## src/rtl/ms_timer_arbiter.sv

```systemverilog
// Purpose: round-robin owner of one shared 1 ms countdown timer, with a built-in clk-to-1ms prescaler.
// Latency: grant 1 cycle after req is sampled; done dur*TICK_DIV cycles after grant (dur=0: next cycle).
// Backpressure: none; requesters hold req until grant and must drop it by done or be re-granted in turn.
module ms_timer_arbiter #(
   parameter int TICK_DIV = 100000,
   parameter int N_REQ    = 4,
   parameter int DUR_W    = 12
) (
   input  logic                   clk,
   input  logic                   rst,
   input  logic [N_REQ-1:0]       req,
   input  logic [N_REQ*DUR_W-1:0] dur,
   input  logic                   abort,
   output logic [N_REQ-1:0]       grant,
   output logic [N_REQ-1:0]       done,
   output logic                   busy,
   output logic [DUR_W-1:0]       remaining,
   output logic                   tick_1ms
);

   localparam int PW = $clog2(TICK_DIV);
   localparam int OW = (N_REQ > 1) ? $clog2(N_REQ) : 1;
   localparam logic [N_REQ-1:0] ONE      = N_REQ'(1);
   localparam logic [PW-1:0]    PRE_LAST = PW'(TICK_DIV - 1);

   typedef enum logic [1:0] {IDLE, RUN, DONE} state_t;

   state_t            state, state_nxt;
   logic [PW-1:0]     presc, presc_nxt;
   logic [OW-1:0]     owner, owner_nxt;
   logic [OW-1:0]     last, last_nxt;
   logic [N_REQ-1:0]  grant_nxt, done_nxt;
   logic              busy_nxt, tick_nxt;
   logic [DUR_W-1:0]  rem_nxt;
   logic              pick_vld;
   logic [OW-1:0]     pick;
   logic              wrap;
   logic [DUR_W-1:0]  dur_a [N_REQ];

   // Unpack the flat duration bus into per-channel slices.
   for (genvar g = 0; g < N_REQ; g++) begin : g_dur
      assign dur_a[g] = dur[g*DUR_W +: DUR_W];
   end

   assign wrap = (presc == PRE_LAST);

   // Round-robin pick: first requester at or after last owner + 1, wrapping.
   always_comb begin
      int         idx;
      logic [OW-1:0] cand;
      idx      = 0;
      cand     = '0;
      pick_vld = 1'b0;
      pick     = '0;
      for (int k = 1; k <= N_REQ; k++) begin
         idx = int'(last) + k;
         if (idx >= N_REQ) idx = idx - N_REQ;
         cand = OW'(idx);
         if (!pick_vld && req[cand]) begin
            pick_vld = 1'b1;
            pick     = cand;
         end
      end
   end

   // Next-state and next-output logic; every output is registered from these values.
   always_comb begin
      state_nxt = state;
      presc_nxt = presc;
      owner_nxt = owner;
      last_nxt  = last;
      rem_nxt   = remaining;
      busy_nxt  = busy;
      grant_nxt = '0;
      done_nxt  = '0;
      tick_nxt  = 1'b0;
      case (state)
         IDLE: begin
            if (pick_vld) begin
               owner_nxt = pick;
               rem_nxt   = dur_a[pick];
               grant_nxt = ONE << pick;
               presc_nxt = '0;
               if (dur_a[pick] != '0) begin
                  state_nxt = RUN;
                  busy_nxt  = 1'b1;
               end else begin
                  state_nxt = DONE;
               end
            end
         end
         RUN: begin
            if (abort) begin
               // Abort beats a coincident final tick: no done, no tick.
               state_nxt = IDLE;
               rem_nxt   = '0;
               busy_nxt  = 1'b0;
               presc_nxt = '0;
               last_nxt  = owner;
            end else if (wrap) begin
               presc_nxt = '0;
               tick_nxt  = 1'b1;
               if (remaining != '0) rem_nxt = remaining - DUR_W'(1);
               if (remaining <= DUR_W'(1)) begin
                  state_nxt = DONE;
                  busy_nxt  = 1'b0;
                  done_nxt  = ONE << owner;
                  last_nxt  = owner;
               end
            end else begin
               presc_nxt = presc + PW'(1);
            end
         end
         DONE: begin
            // Countdown jobs arrive with done already pulsing; a zero-length
            // job spends one extra cycle here so done lands one after grant.
            if (done != '0) begin
               state_nxt = IDLE;
            end else begin
               done_nxt = ONE << owner;
               last_nxt = owner;
            end
         end
         default: state_nxt = IDLE;
      endcase
   end

   // State register.
   always_ff @(posedge clk or negedge rst) begin
      if (!rst) state <= IDLE;
      else      state <= state_nxt;
   end

   // Datapath and output registers.
   always_ff @(posedge clk or negedge rst) begin
      if (!rst) begin
         presc     <= '0;
         owner     <= '0;
         last      <= OW'(N_REQ - 1);
         grant     <= '0;
         done      <= '0;
         busy      <= 1'b0;
         remaining <= '0;
         tick_1ms  <= 1'b0;
      end else begin
         presc     <= presc_nxt;
         owner     <= owner_nxt;
         last      <= last_nxt;
         grant     <= grant_nxt;
         done      <= done_nxt;
         busy      <= busy_nxt;
         remaining <= rem_nxt;
         tick_1ms  <= tick_nxt;
      end
   end

endmodule
```

## config.mk

```make
export PLATFORM = sky130hd
export DESIGN_NAME = ms_timer_arbiter
export DESIGN_NICKNAME = d
export VERILOG_FILES = /design/src/rtl/ms_timer_arbiter.sv
export SDC_FILE = /design/constraint.sdc
export NUM_CORES = 1
export LEC_CHECK = 0
export BUFFER_PORTS_ARGS = -buffer_cell sky130_fd_sc_hd__buf_2
export CAP_MARGIN = 0
export CORE_UTILIZATION = 27
export DETAILED_ROUTE_END_ITERATION = 10
export GPL_TIMING_DRIVEN = 0
export HOLD_SLACK_MARGIN = 0.15
export PLACE_DENSITY_LB_ADDON = 0.2
export SLEW_MARGIN = 15
export SYNTH_ARGS = -nofsm -noshare
export SYNTH_HDL_FRONTEND = slang
export SYNTH_SLANG_ARGS = --single-unit
```

## constraint.sdc

```tcl
create_clock -name clk -period 3.35 [get_ports clk]
set_clock_uncertainty 0.15 [all_clocks]
set_input_delay 0.1675 -clock clk [delete_from_list [all_inputs] [get_ports clk]]
set_output_delay 0.1675 -clock clk [all_outputs]
set_load 0.005 [all_outputs]
```

* Word level (Yosys, flattened, before mapping)
Cells that the tools add are included.
Widths: inputs -> output; s select.
** Operators by class
- Add/subtract/negate cells :: 10
- Multipliers :: 0
- Div/mod/pow operators :: 0
- $lt $le $gt $ge :: 10
- Equality and inequality tests :: 10
- Shift operators :: 2
- Multiplexer cells :: 60
- Bitwise gates (word level) :: 1
- Reduce and logical (&&, ||, !) cells :: 18
** Operators by type and width (number)
- $mux 12 :: 6
- $mux 17 :: 3
- $mux 2 :: 18
- $pmux 17 s2 :: 1
- $bmux 12 s2 :: 1
- $mux 4 :: 6
- $pmux 12 s2 :: 1
- $reduce_bool 12->1 :: 2
- $add 17x1->17 const B :: 1
- $eq 17x17->1 const B :: 1
- $mux 1 :: 16
- $ge 3x3->1 const B :: 4
- $le 12x1->1 const B :: 1
- $lt 2x3->1 const B :: 4
- $reduce_and 4->1 :: 3
- $sub 12x1->12 const B :: 1
- $ne 3x3->1 const B :: 3
- $bmux 1 s2 :: 4
- $ne 2x2->1 const B :: 4
- $pmux 4 s2 :: 1
- $shl 1x2->4 const A :: 2
- $sub 2x1->2 const B :: 4
- $add 2x2->3 const B :: 2
- $pmux 2 s3 :: 1
- 15 further kinds :: 21
** Word-level totals
- Bits in registers :: 45
- Latch bits :: 0
- RAM bits :: 0
- Memory bits (read-only) :: 0
- Bits of input ports :: 55
- Output and inout port bits :: 22
- Logic and storage cells :: 120
- Memories kept :: 0

* Longest topological paths before layout
Gate-level depths: netlist of run 1.
- Word-level depth :: 23
- Gate-level depth with buffers :: 11
- Mapped depth without buffers :: 9

* Worst setup path before layout of run 1
OpenSTA, ideal clock, no wires.
- Path type :: flip-flop to flip-flop
- Start :: reg last[1]
- End :: reg busy
- Library setup time :: 0.080 ns
- Data arrival time :: 2.574 ns
- Required time :: 3.120 ns
- Slack :: 0.546 ns
- Stages on the path, launching flop included :: 12
- Buffers on the path :: 3
- Period minus slack after synthesis :: 2.804 ns
- Path through :: dfstp_2 buf_6 nand2b_1 a22oi_2 or2_1 buf_2 buf_4 a221oi_1 o22ai_1 or4_4 or2_1 o211ai_2
** Between the ends
- Word-level cells in the longest chain between the ends :: 22
** Ends and longest elaborated chain
- from (decl) :: RTL line 31 : logic [OW-1:0] last, last_nxt;
- from (signal assigned) :: RTL line 139 : last <= OW'(N_REQ - 1);
- from (signal assigned) :: RTL line 148 : last <= last_nxt;
- $add 2x1->3 :: RTL line 56 : idx = int'(last) + k;
- $ge 3x3->1 or $sub 2x1->2 (tied branches) :: RTL line 57 : if (idx >= N_REQ) idx = idx - N_REQ;
- $mux 2 :: RTL line 57
- $bmux 1 s2 :: RTL line 59 : if (!pick_vld && req[cand]) begin
- $mux 1 (implied by the code) :: RTL line 59
- $mux 1 :: RTL line 59
- $logic_not 1->1 :: RTL line 59
- $logic_and 1x1->1 :: RTL line 59
- [... 5 more ...]
- $logic_and 1x1->1 :: RTL line 59
- $mux 2 :: RTL line 59
- $not 2->3 (implied by the code) :: RTL line 84 : if (dur_a[pick] != '0) begin
- $bmux 12 s2 :: RTL line 84
- $mux 12 (implied by the code) (2 in a row) :: RTL line 84
- $reduce_bool 12->1 :: RTL line 84
- $ne 2x2->1 (no line)
- $reduce_and 5->1 (no line) (*)
- to (signal assigned) :: RTL line 151 : busy <= busy_nxt;
- to (decl) :: RTL line 16 : output logic busy,
Every way passes the cells marked *; elsewhere a longest branch is shown, timed or not. The select of a mux whose other input is x is not followed.
A chain may end at the register's enable or synchronous reset.

* Worst setup path in the final report of run 1
Same ends and word-level chain as after synthesis.

==> results.md, run 1 <==
* Max-cap violations at 0
* Yosys top cell by area: dfrtp_1
* Max Freq at 0.3221 GHz
* Antenna-violating nets left at 0
* Critical Path RT at 3440 ps
* Detailed Route WL at 8.767 mm
* Average wire per cell in the routed design at roughly 15 um
* Pins over their slew limit at 0
* Vias at 3153
* Min Tclk post-route at 3104 ps
* Syn avg cell area at 7.956 um2
* R2r endpoint: busy
* Setup TNS at 0 ps
* Core area at between 10000 and 15000 um2
* Pwr Total at 2624 uW
* Post-synth ARST share at 100.0%
* DR pass1 iterations at 4
* Synthesized area at 2992 um2
* Synthesis Warnings at 0
* Die area at 11500 um2
* Post-synthesis cell type count at 55
* Largest family of logic cells by synthesized area: simple AND/OR/NAND/NOR gates
* CTS tree: built
* Most frequent cells in the layout: buf_2, nor2_1, nand2_1
* Seq/Total Area, Yosys at 37.72%
* Clk sinks at 45
* Most common cell after layout, fill and taps aside: buf_2
* Ys flop type: dfrtp_1
* Filler cells at 1182
* Min-Delay Path Depth at 4
* Post-synthesis mux area share at 1.380%
* Adder-cell share of the synthesized area at 2.928%
* Ant diodes at 0
* CTS buffer count at 5
* Status: completed
* FF-to-FF Start: last[1]
* Overflow after GRT at 0
* Largest net degree at the start of global routing at 46
* Reg clk slew, reported paths at 90 ps
* DR vias/cell at 5.238
* Final instance area at 3681 um2
* Dpl hpwl at between 6 and 7 mm
* Final period util at 92.67%
* Post-DP Area at 3547 um2
* First-pass GRT wire length at 14.87 mm
* Share of cells above drive strength 1 at 22.08%
* IO Port Bufs at between 70 and 80
* Synth top area cells: dfrtp_1, o21ai_0, nor2_1
* Post-Synthesis Cells at 376
* Hold_sp: dur[40]
* P&R area growth vs syn at 23.04%
* Number of synthesized flops with an enable pin at 0
* Worst endpoint data arrival time at 3190 ps
* Crit path kind: reg -> reg
* Die Y at 107.3 um
* Yosys reg bits at 45
* # rows at 38
* Hold endpoint: remaining[4]
* Drc violations at 0
* Post-Synth Simple-Gate Area at 26.89%
* Tot GR Track Use at 16.32%
* Crit Path Max Fanout at 10
* Clock Path Buffers at 2
* HP Class: in -> reg
* Leak Pwr at 0.001699 uW
* Final nets at 523
* Hold Fails Final Rpt at 0
* R2R cell count at 11
* CP endpoint kind: flip-flop
* Final setup vio count at 0
* Initial DRC Count at 173
* R2r setup slk at 250 ps
* Power density over the cells at about 710 nW/um2
* Clock Latency Late Sink at 310 ps
* Synth top area share at between 30% and 40%
* H-tree Lvls at 2
* Ports at 77
* Setup crit start kind: flip-flop
* Vias in the first global route at 3078
* Xor-xnor portion of the synthesized cell area at 1.171%
* Antenna violations before repair at 0
* RSZ-0062 raised after global routing: false
* Post-cts resize count at 0
* Gpl congestion at 0.8477
* Actual slew at the worst max-slew pin at 923.6 ps
* Clk root buf: clkbuf_8
* Effective utilization at floorplan at 27.60%
* Slew HR at 37.86%
* Worst vdd ir at 300.1 uV
* Complex-gate fraction of the synthesized area at 25.01%
* Syn nets at 438
* Die Span X at between 100 and 150 um
## power by group
part	internal [uW]	leakage (uW)	switching (uW)	total [uW]
Combinational	524	0.00105	847	1370
Sequential	687	0.000590	141	828
Clock	224	0.0000554	201	425
## state kept, by name (all words and copies together) (netlist names)
| name | count |
|---|---|
| grant | 4 |
| state | 2 |
| owner | 2 |
| done | 4 |
| presc | 17 |
| remaining | 12 |
| last | 2 |
| tick_1ms | 1 |
| busy | 1 |
## routing by layer
| metal | GRT usage [%] | part of all wire [%] | routed length, um | up-vias |
|---|---|---|---|---|
| met5 | 0 | 0 | 0 | - |
| met2 | 26.68 | 46 | 4046 | 111 |
| met1 | 21.73 | 46 | 4066 | 1488 |
| li1 | - | - | - | 1544 |
| met3 | 4.116 | 6.6 | 575 | 10 |
| met4 | 3.425 | 0.89 | 78 | 0 |
## cell families after synthesis
| group | after synthesis |
|---|---|
| buffers and inverters | 31 |
| AO/OA/AOI/OAI | 114 |
| multiplexers | 4 |
| XOR/XNOR | 4 |
| adder cells (fa/ha/maj) | 7 |
| AND/OR/NAND/NOR | 171 |
| flip-flops | 45 |
## how the worst max path moves through the flow
| stage | depth (start not counted) | endpoint | from |
|---|---|---|---|
| CTS | 10 | busy | last[1] |
| global route | 10 | busy | last[1] |
| detailed placement | 10 | busy | last[1] |
| global placement | 10 | busy | last[1] |
| finish | 11 | busy | last[1] |
| floorplan | 11 | busy | last[1] |
## area by class of cell
cell class,instances,area (um2),share of cell area [%]
multi-input combinational,300,1717,46.64
sequential,45,1129,30.66
timing repair buffer,78,402.9,10.94
tap,140,175.2,4.759
buffer,19,101.3,2.753
clock buffer,6,72.57,1.971
inverter,12,45.04,1.224
clock inverter,2,38.79,1.054
## cells in the mapped netlist (2+ instances only)
master / instances
and4_1: 2
nor2b_1: 4
nand3_1: 12
a22oi_1: 2
o21ai_1: 2
a221oi_2: 2
dfstp_2: 2
nand2b_1: 5
o31ai_1: 2
a21oi_1: 18
o211ai_1: 3
o311ai_0: 2
and3_1: 6
a221oi_1: 14
ha_1: 7
a31oi_1: 5
nand2_1: 49
clkbuf_1: 12
nor4_1: 5
nor3_1: 11
and2_1: 2
a22o_1: 5
buf_2: 3
nand4_1: 6
inv_1: 12
dfrtp_1: 43
or3_1: 4
or2_1: 2
xor2_1: 3
nand4b_1: 2
o22ai_1: 6
nor2_1: 54
or2_2: 2
mux2i_1: 3
o21ai_0: 42
buf_6: 3
## stage by stage
step / cells / utilization [%] / hold WS, ps / setup WS [ps]
finish: 602 / 33.96 / 222.9 / 245.5
global route: 602 / 33.96 / 275.0 / 65.77
CTS: 602 / 33.93 / 215.1 / 235.6
detailed placement: 592 / 32.72 / 265.6 / 245.7
global placement: 592 / 32.72 / 261.2 / 259.4
floorplan: 376 / - / -278.1 / 545.9
## repair_timing
item | in CTS | in global routing
buffers inserted | 0 | 0
endpoints found under the hold margin | 44 | 0
hold buffers | 2 | 0
## critical path, cell delays in order, from the launching register on
cell and delay (ps):
dfstp_2 540, buf_6 110, or3b_1 120, buf_6 130, o21a_2 160, o21ai_2 90, buf_2 210, a221oi_1 430
o22ai_1 160, or4_4 520, or2_1 270, o211ai_2 160
No activity file was read; power rests on OpenSTA's default activity.
==> inputs of run 2 (changes only) <==
CORE_UTILIZATION = 50   (was 27)
==> results.md, run 2 (synthesis gave the netlist of run 1 again) <==
* Hold Fails Final Rpt at 0 (unchanged)
* DR vias/cell at 5.944 (+13%)
* Clk root buf: clkbuf_8
* Initial DRC Count at 237 (+37%)
* NetSw at 1163 uW (-2.2%)
* Vias at 3174 (+0.67%)
* Worst-path cell chain: buf_6 -> mux2i_1 -> nor2_1 -> buf_2 -> nor2_1 -> a221oi_2 -> o22ai_1 -> or4_4 -> or2_1 -> o211ai_2
* H-tree Lvls at 2 (unchanged)
* Overflow after GRT at 0 (unchanged)
* Core area at 5642 um2 (-48%)
* IO Port Bufs at 76 (unchanged)
* Clock network fraction of design power at 18.5% (+2.3 points)
* # rows at 27 (-29%)
* Effective utilization at floorplan at 53.03% (+25 points)
* Status: completed
* Most common cell after layout, fill and taps aside: buf_2
* Reg clk slew, reported paths at 90 ps (about the same)
* Average wire per cell in the routed design at 14.85 um (+2.0%)
* Ant diodes at 0 (unchanged)
* Share of cells above drive strength 1 at 22.29% (+0.22 points)
* Critical Path RT at 3420 ps (-20 ps)
* Fin worst setup slack at 230.1 ps (-15.46 ps)
* Clock Path Buffers at 2 (unchanged)
* Int Power at 1513 uW (+5.5%)
* Slowest CP cell: or4_4
* Detailed Route WL at 7.930 mm (-9.5%)
* Antenna violations before repair at 0 (unchanged)
* Worst vdd ir at 551.6 uV (+84%)
* Crit Path Max Fanout at 10 (unchanged)
* Actual slew at the worst max-slew pin at 977.8 ps (+54.17 ps)
* Worst path bufs/invs at 2 (-1)
* HP Class: in -> reg
* Die Y at 79.35 um (-26%)
* Switching part of the total power at 43.46% (-1.9 points)
* Die area at 6296 um2 (-45%)
* Clk sinks at 45 (unchanged)
* Vias in the first global route at 2787 (-9.5%)
* Leak Pwr at 0.001711 uW (+0.74%)
* Most Frequent Cell on Critical Path: nor2_1
* Final nets at 523 (unchanged)
* Final instance area at 3620 um2 (-1.7%)
* Dpl hpwl at 6.053 mm (-11%)
* CTS buffer count at 5 (unchanged)
* Ports at 77 (unchanged)
* Max reg flops at 17 (unchanged)
* Final period util at 93.13% (+0.46 points)
* Gpl congestion at 0.8756 (+3.3%)
* Setup crit start kind: flip-flop
* Tot GR Track Use at 26.05% (+9.7 points)
* Worst endpoint data arrival time at 3190 ps (about the same)
* Biggest regs: presc x17, remaining x12
* Min Tclk post-route at 3120 ps (+15.46 ps)
* Pwr Total at 2676 uW (+2.0%)
* RSZ-0062 raised after global routing: false
* Setup TNS at 0 ps (unchanged)
* Hold Slack at 245.5 ps (+22.60 ps)
* Logic pwr share at 51.0% (-1.2 points)
* Pins over their slew limit at 0 (unchanged)
* Largest Register: presc
* CP endpoint kind: flip-flop
* Setup bufs post-CTS at 0 (unchanged)
* Max-cap violations at 0 (unchanged)
* First-pass GRT wire length at 12.88 mm (-13%)
* Place WS at 253.9 ps (+8.193 ps)
* Crit path kind: reg -> reg
* Max Freq at 0.3205 GHz (-0.50%)
* Final setup vio count at 0 (unchanged)
* Most frequent cells in the layout: buf_2, nor2_1, nand2_1
* Antenna-violating nets left at 0 (unchanged)
* Drc violations at 0 (unchanged)
* Sequential share of power at 30.5% (-1.1 points)
* Largest stage delay on the critical path at 570 ps (+30 ps)
* Clock Latency Late Sink at 300 ps (about the same)
* CTS tree: built
* CP top delay family: simple AND/OR/NAND/NOR gates
* DR pass1 iterations at 5 (+1)
* Slew HR at 34.81% (-3.0 points)
* P&R area growth vs syn at 21.00%
* Power density over the cells at 739.3 nW/um2 (+3.7%)
* Die Span X at 79.35 um (-26%)
* Post-DP Area at 3462 um2 (-2.4%)
* Largest net degree at the start of global routing at 46 (unchanged)
run 2: timing repair:
action                                  CTS  global route
endpoints found under the setup margin    0             0
endpoints found under the hold margin    44             0
hold buffers                              2             0
resized for setup                         0             0
run 2: power groups by stage:
stage	Sequential [uW]	Combinational (uW)	Clock, uW
after detailed placement	822	1340	0
after global placement	820	1310	0
after CTS	813	1350	504
after floorplan	810	930	0
after global routing	835	1520	531
final	815	1370	495
run 2: metal layers:
| metal | track usage, % | share of wire, % | up-vias |
|---|---|---|---|
| li1 | - | - | 1547 |
| met1 | 36.65 | 47 | 1504 |
| met2 | 41.47 | 46 | 114 |
| met3 | 4.138 | 6.2 | 9 |
| met4 | 6.727 | 1.2 | 0 |
| met5 | 0 | 0 | - |
run 2: tightest hold or removal path: stages:
cell and delay (ps):
buf_2 90, nand2_1 40, a22oi_1 120, a22o_1 230
run 2: final timing paths:
kind	endpoint	slack (ps)	cells past startpoint	startpoint
worst max-delay path	busy	230	10	last[1]
worst min-delay path	remaining[4]	250	4	dur[16]
worst max register to register	busy	230	10	last[1]
worst min register to register	done[1]	360	1	owner[1]
max in group asynchronous	presc[0]	2040	2	rst
min in group asynchronous	presc[10]	400	2	rst
run 2: final cells by class:
type	count	area [um2]
sequential	45	1129
multi-input combinational	300	1717
clock inverter	3	68.82
timing repair buffer	78	400.4
tap	72	90.09
buffer	19	101.3
clock buffer	5	68.82
fill	492	2022
inverter	12	45.04
run 2: through the flow:
stage               utilization [%]  instances
floorplan                         -        376
global placement              61.37        524
detailed placement            61.37        524
CTS                           64.16        534
global route                  64.16        534
finish                        64.16        534
==> inputs of run 3 (changes only) <==
GPL_TIMING_DRIVEN = unset   (was 0)
clock period = 3.2 ns   (was 3.35 ns; I/O delays follow)
==> results.md, run 3 (synthesis gave the netlist of run 1 again) <==
* Hold Fails Final Rpt at 0 (unchanged)
* Pins over their slew limit at 0 (unchanged)
* Worst-path cell chain: nand2b_1 -> a22oi_2 -> or2_1 -> a221oi_1 -> o22ai_1 -> or4_4 -> or2_1 -> o211ai_2
* Worst vdd ir at 434.5 uV (-21%)
* CTS tree: built
* Clk root buf: clkbuf_8
* Crit path kind: reg -> reg
* Slew HR at 7.060% (-28 points)
* Actual slew at the worst max-slew pin at 1394 ps (+416.3 ps)
* Largest stage delay on the critical path at 610 ps (+40 ps)
* Vias in the first global route at 2883 (+3.4%)
* Gpl congestion at 0.8754 (about the same)
* Dpl hpwl at 5.867 mm (-3.1%)
* Min-Delay Path Depth at 4 (unchanged)
* Max-cap violations at 0 (unchanged)
* R2r endpoint: busy
* Final setup vio count at 0 (unchanged)
* Critical Path RT at 3270 ps (-150 ps)
* Antenna violations before repair at 0 (unchanged)
* Ant diodes at 0 (unchanged)
* First-pass GRT wire length at 13.14 mm (+2.0%)
* CTS buffer count at 5 (unchanged)
* Detailed Route WL at 7.886 mm (-0.55%)
* Core area at 5642 um2 (unchanged)
* H-tree Lvls at 2 (unchanged)
* Power density over the cells at 744.8 nW/um2 (+0.75%)
* Clock Latency Late Sink at 300 ps (about the same)
* Average wire per cell in the routed design at 15.08 um (+1.5%)
* Max Freq at 0.3215 GHz (+0.30%)
* RSZ-0062 raised after global routing: false
* Leak Pwr at 0.001698 uW (-0.78%)
* Effective utilization at floorplan at 53.03% (unchanged)
* Clk sinks at 45 (unchanged)
* Initial DRC Count at 254 (+7.2%)
* DR vias/cell at 5.937 (-0.12%)
* DR pass1 iterations at 5 (unchanged)
* Final instance area at 3588 um2 (-0.86%)
* DR WL met2 at 3.744 mm (+2.6%)
* Die Y at 79.35 um (unchanged)
* Most common cell after layout, fill and taps aside: buf_2
* HP Class: in -> reg
* Hold Slack at 203.5 ps (-41.93 ps)
* Slowest CP cell: dfstp_2
* Final nets at 512 (-2.1%)
* Drc violations at 0 (unchanged)
* Highest routed layer: met4
* Ports at 77 (unchanged)
* Clock Path Buffers at 2 (unchanged)
* Biggest regs: presc x17, remaining x12
* Post-DP Area at 3421 um2 (-1.2%)
* Final period util at 97.21% (+4.1 points)
* Most frequent cells in the layout: buf_2, nor2_1, nand2_1
* Setup crit start kind: flip-flop
* M1 WL at 3.579 mm (-3.2%)
* Setup TNS at 0 ps (unchanged)
* Antenna-violating nets left at 0 (unchanged)
* # rows at 27 (unchanged)
* Layout Utilization at 63.61% (-0.55 points)
* Metal3 WL at 507 um (+3.9%)
* Tot GR Track Use at 26.11% (+0.057 points)
* Reg clk slew, reported paths at 80 ps (about the same)
* Hold_sp: dur[40]
* Die area at 6296 um2 (unchanged)
* Share of cells above drive strength 1 at 24.61% (+2.3 points)
* Worst endpoint data arrival time at 3180 ps (about the same)
* Vias at 3105 (-2.2%)
* Hold endpoint: remaining[4]
* R2r setup slk at 90 ps (-140 ps)
* Max reg flops at 17 (unchanged)
* Status: completed
* FF-to-FF Start: last[1]
* Crit Path Max Fanout at 16 (+6)
* Most Frequent Cell on Critical Path: or2_1
* Overflow after GRT at 0 (unchanged)
* Worst path bufs/invs at 0 (-2)
* P&R area growth vs syn at 19.95%
* IO Port Bufs at 76 (unchanged)
* R2R cell count at 8 (-2)
* Largest Register: presc
* CP top delay family: simple AND/OR/NAND/NOR gates
* Min Tclk post-route at 3111 ps (-9.178 ps)
* Die Span X at 79.35 um (unchanged)
* Largest net degree at the start of global routing at 46 (unchanged)
* CP endpoint kind: flip-flop
run 3: cell types whose count changed in the layout (fill, tap and decap cells not counted), sizes merged:
cell    change
buf         +1
clkinv      +2
clkbuf     -11
inv         -1
bufinv      -2
run 3: worst max path at each step:
stage	startpoint	to	slack (ps)	cells after the start
after detailed placement	last[1]	busy	120	9
after floorplan	last[1]	busy	400	11
after CTS	last[1]	busy	90	8
after global placement	last[1]	busy	290	9
after global routing	last[1]	busy	7	8
final	last[1]	busy	90	8
run 3: repair_timing:
item                       4_1_cts  5_1_grt
hold buffers                     2        0
buffers inserted                 0        0
resized for setup                0        8
setup endpoints to repair        0        2
hold endpoints to repair        44        0
run 3: routing by layer:
layer | up-vias | GRT usage (%)
met3 | 7 | 5.862
met1 | 1460 | 35.41
met2 | 108 | 41.21
met5 | - | 0
met4 | 0 | 8.182
li1 | 1530 | -
run 3: worst register-to-register path: cells and delay by family (launching register included):
| family | cells | cell delay [ps] |
|---|---|---|
| flip-flops | 1 | 610 |
| AO/OA/AOI/OAI | 4 | 890 |
| AND/OR/NAND/NOR | 4 | 1390 |
run 3: final cells by class:
class | count | area [um2]
clock buffer | 6 | 82.58
clock inverter | 2 | 13.76
fill | 507 | 2053
inverter | 12 | 45.04
multi-input combinational | 300 | 1768
sequential | 45 | 1129
tap | 72 | 90.09
timing repair buffer | 86 | 460.4
run 3: metrics by stage:
stage	setup WS [ps]	instances	total power, uW
after global routing	7.077	523	2911
after global placement	288.1	513	2203
final	89.24	523	2673
after floorplan	395.9	376	1821
after detailed placement	120.3	513	2243
after CTS	91.49	523	2616
run 3: where the power goes:
group	switching, uW	total, uW	internal [uW]
clock	191	367	175
sequential	149	868	720
combinational	876	1440	562
total	1220	2670	1460
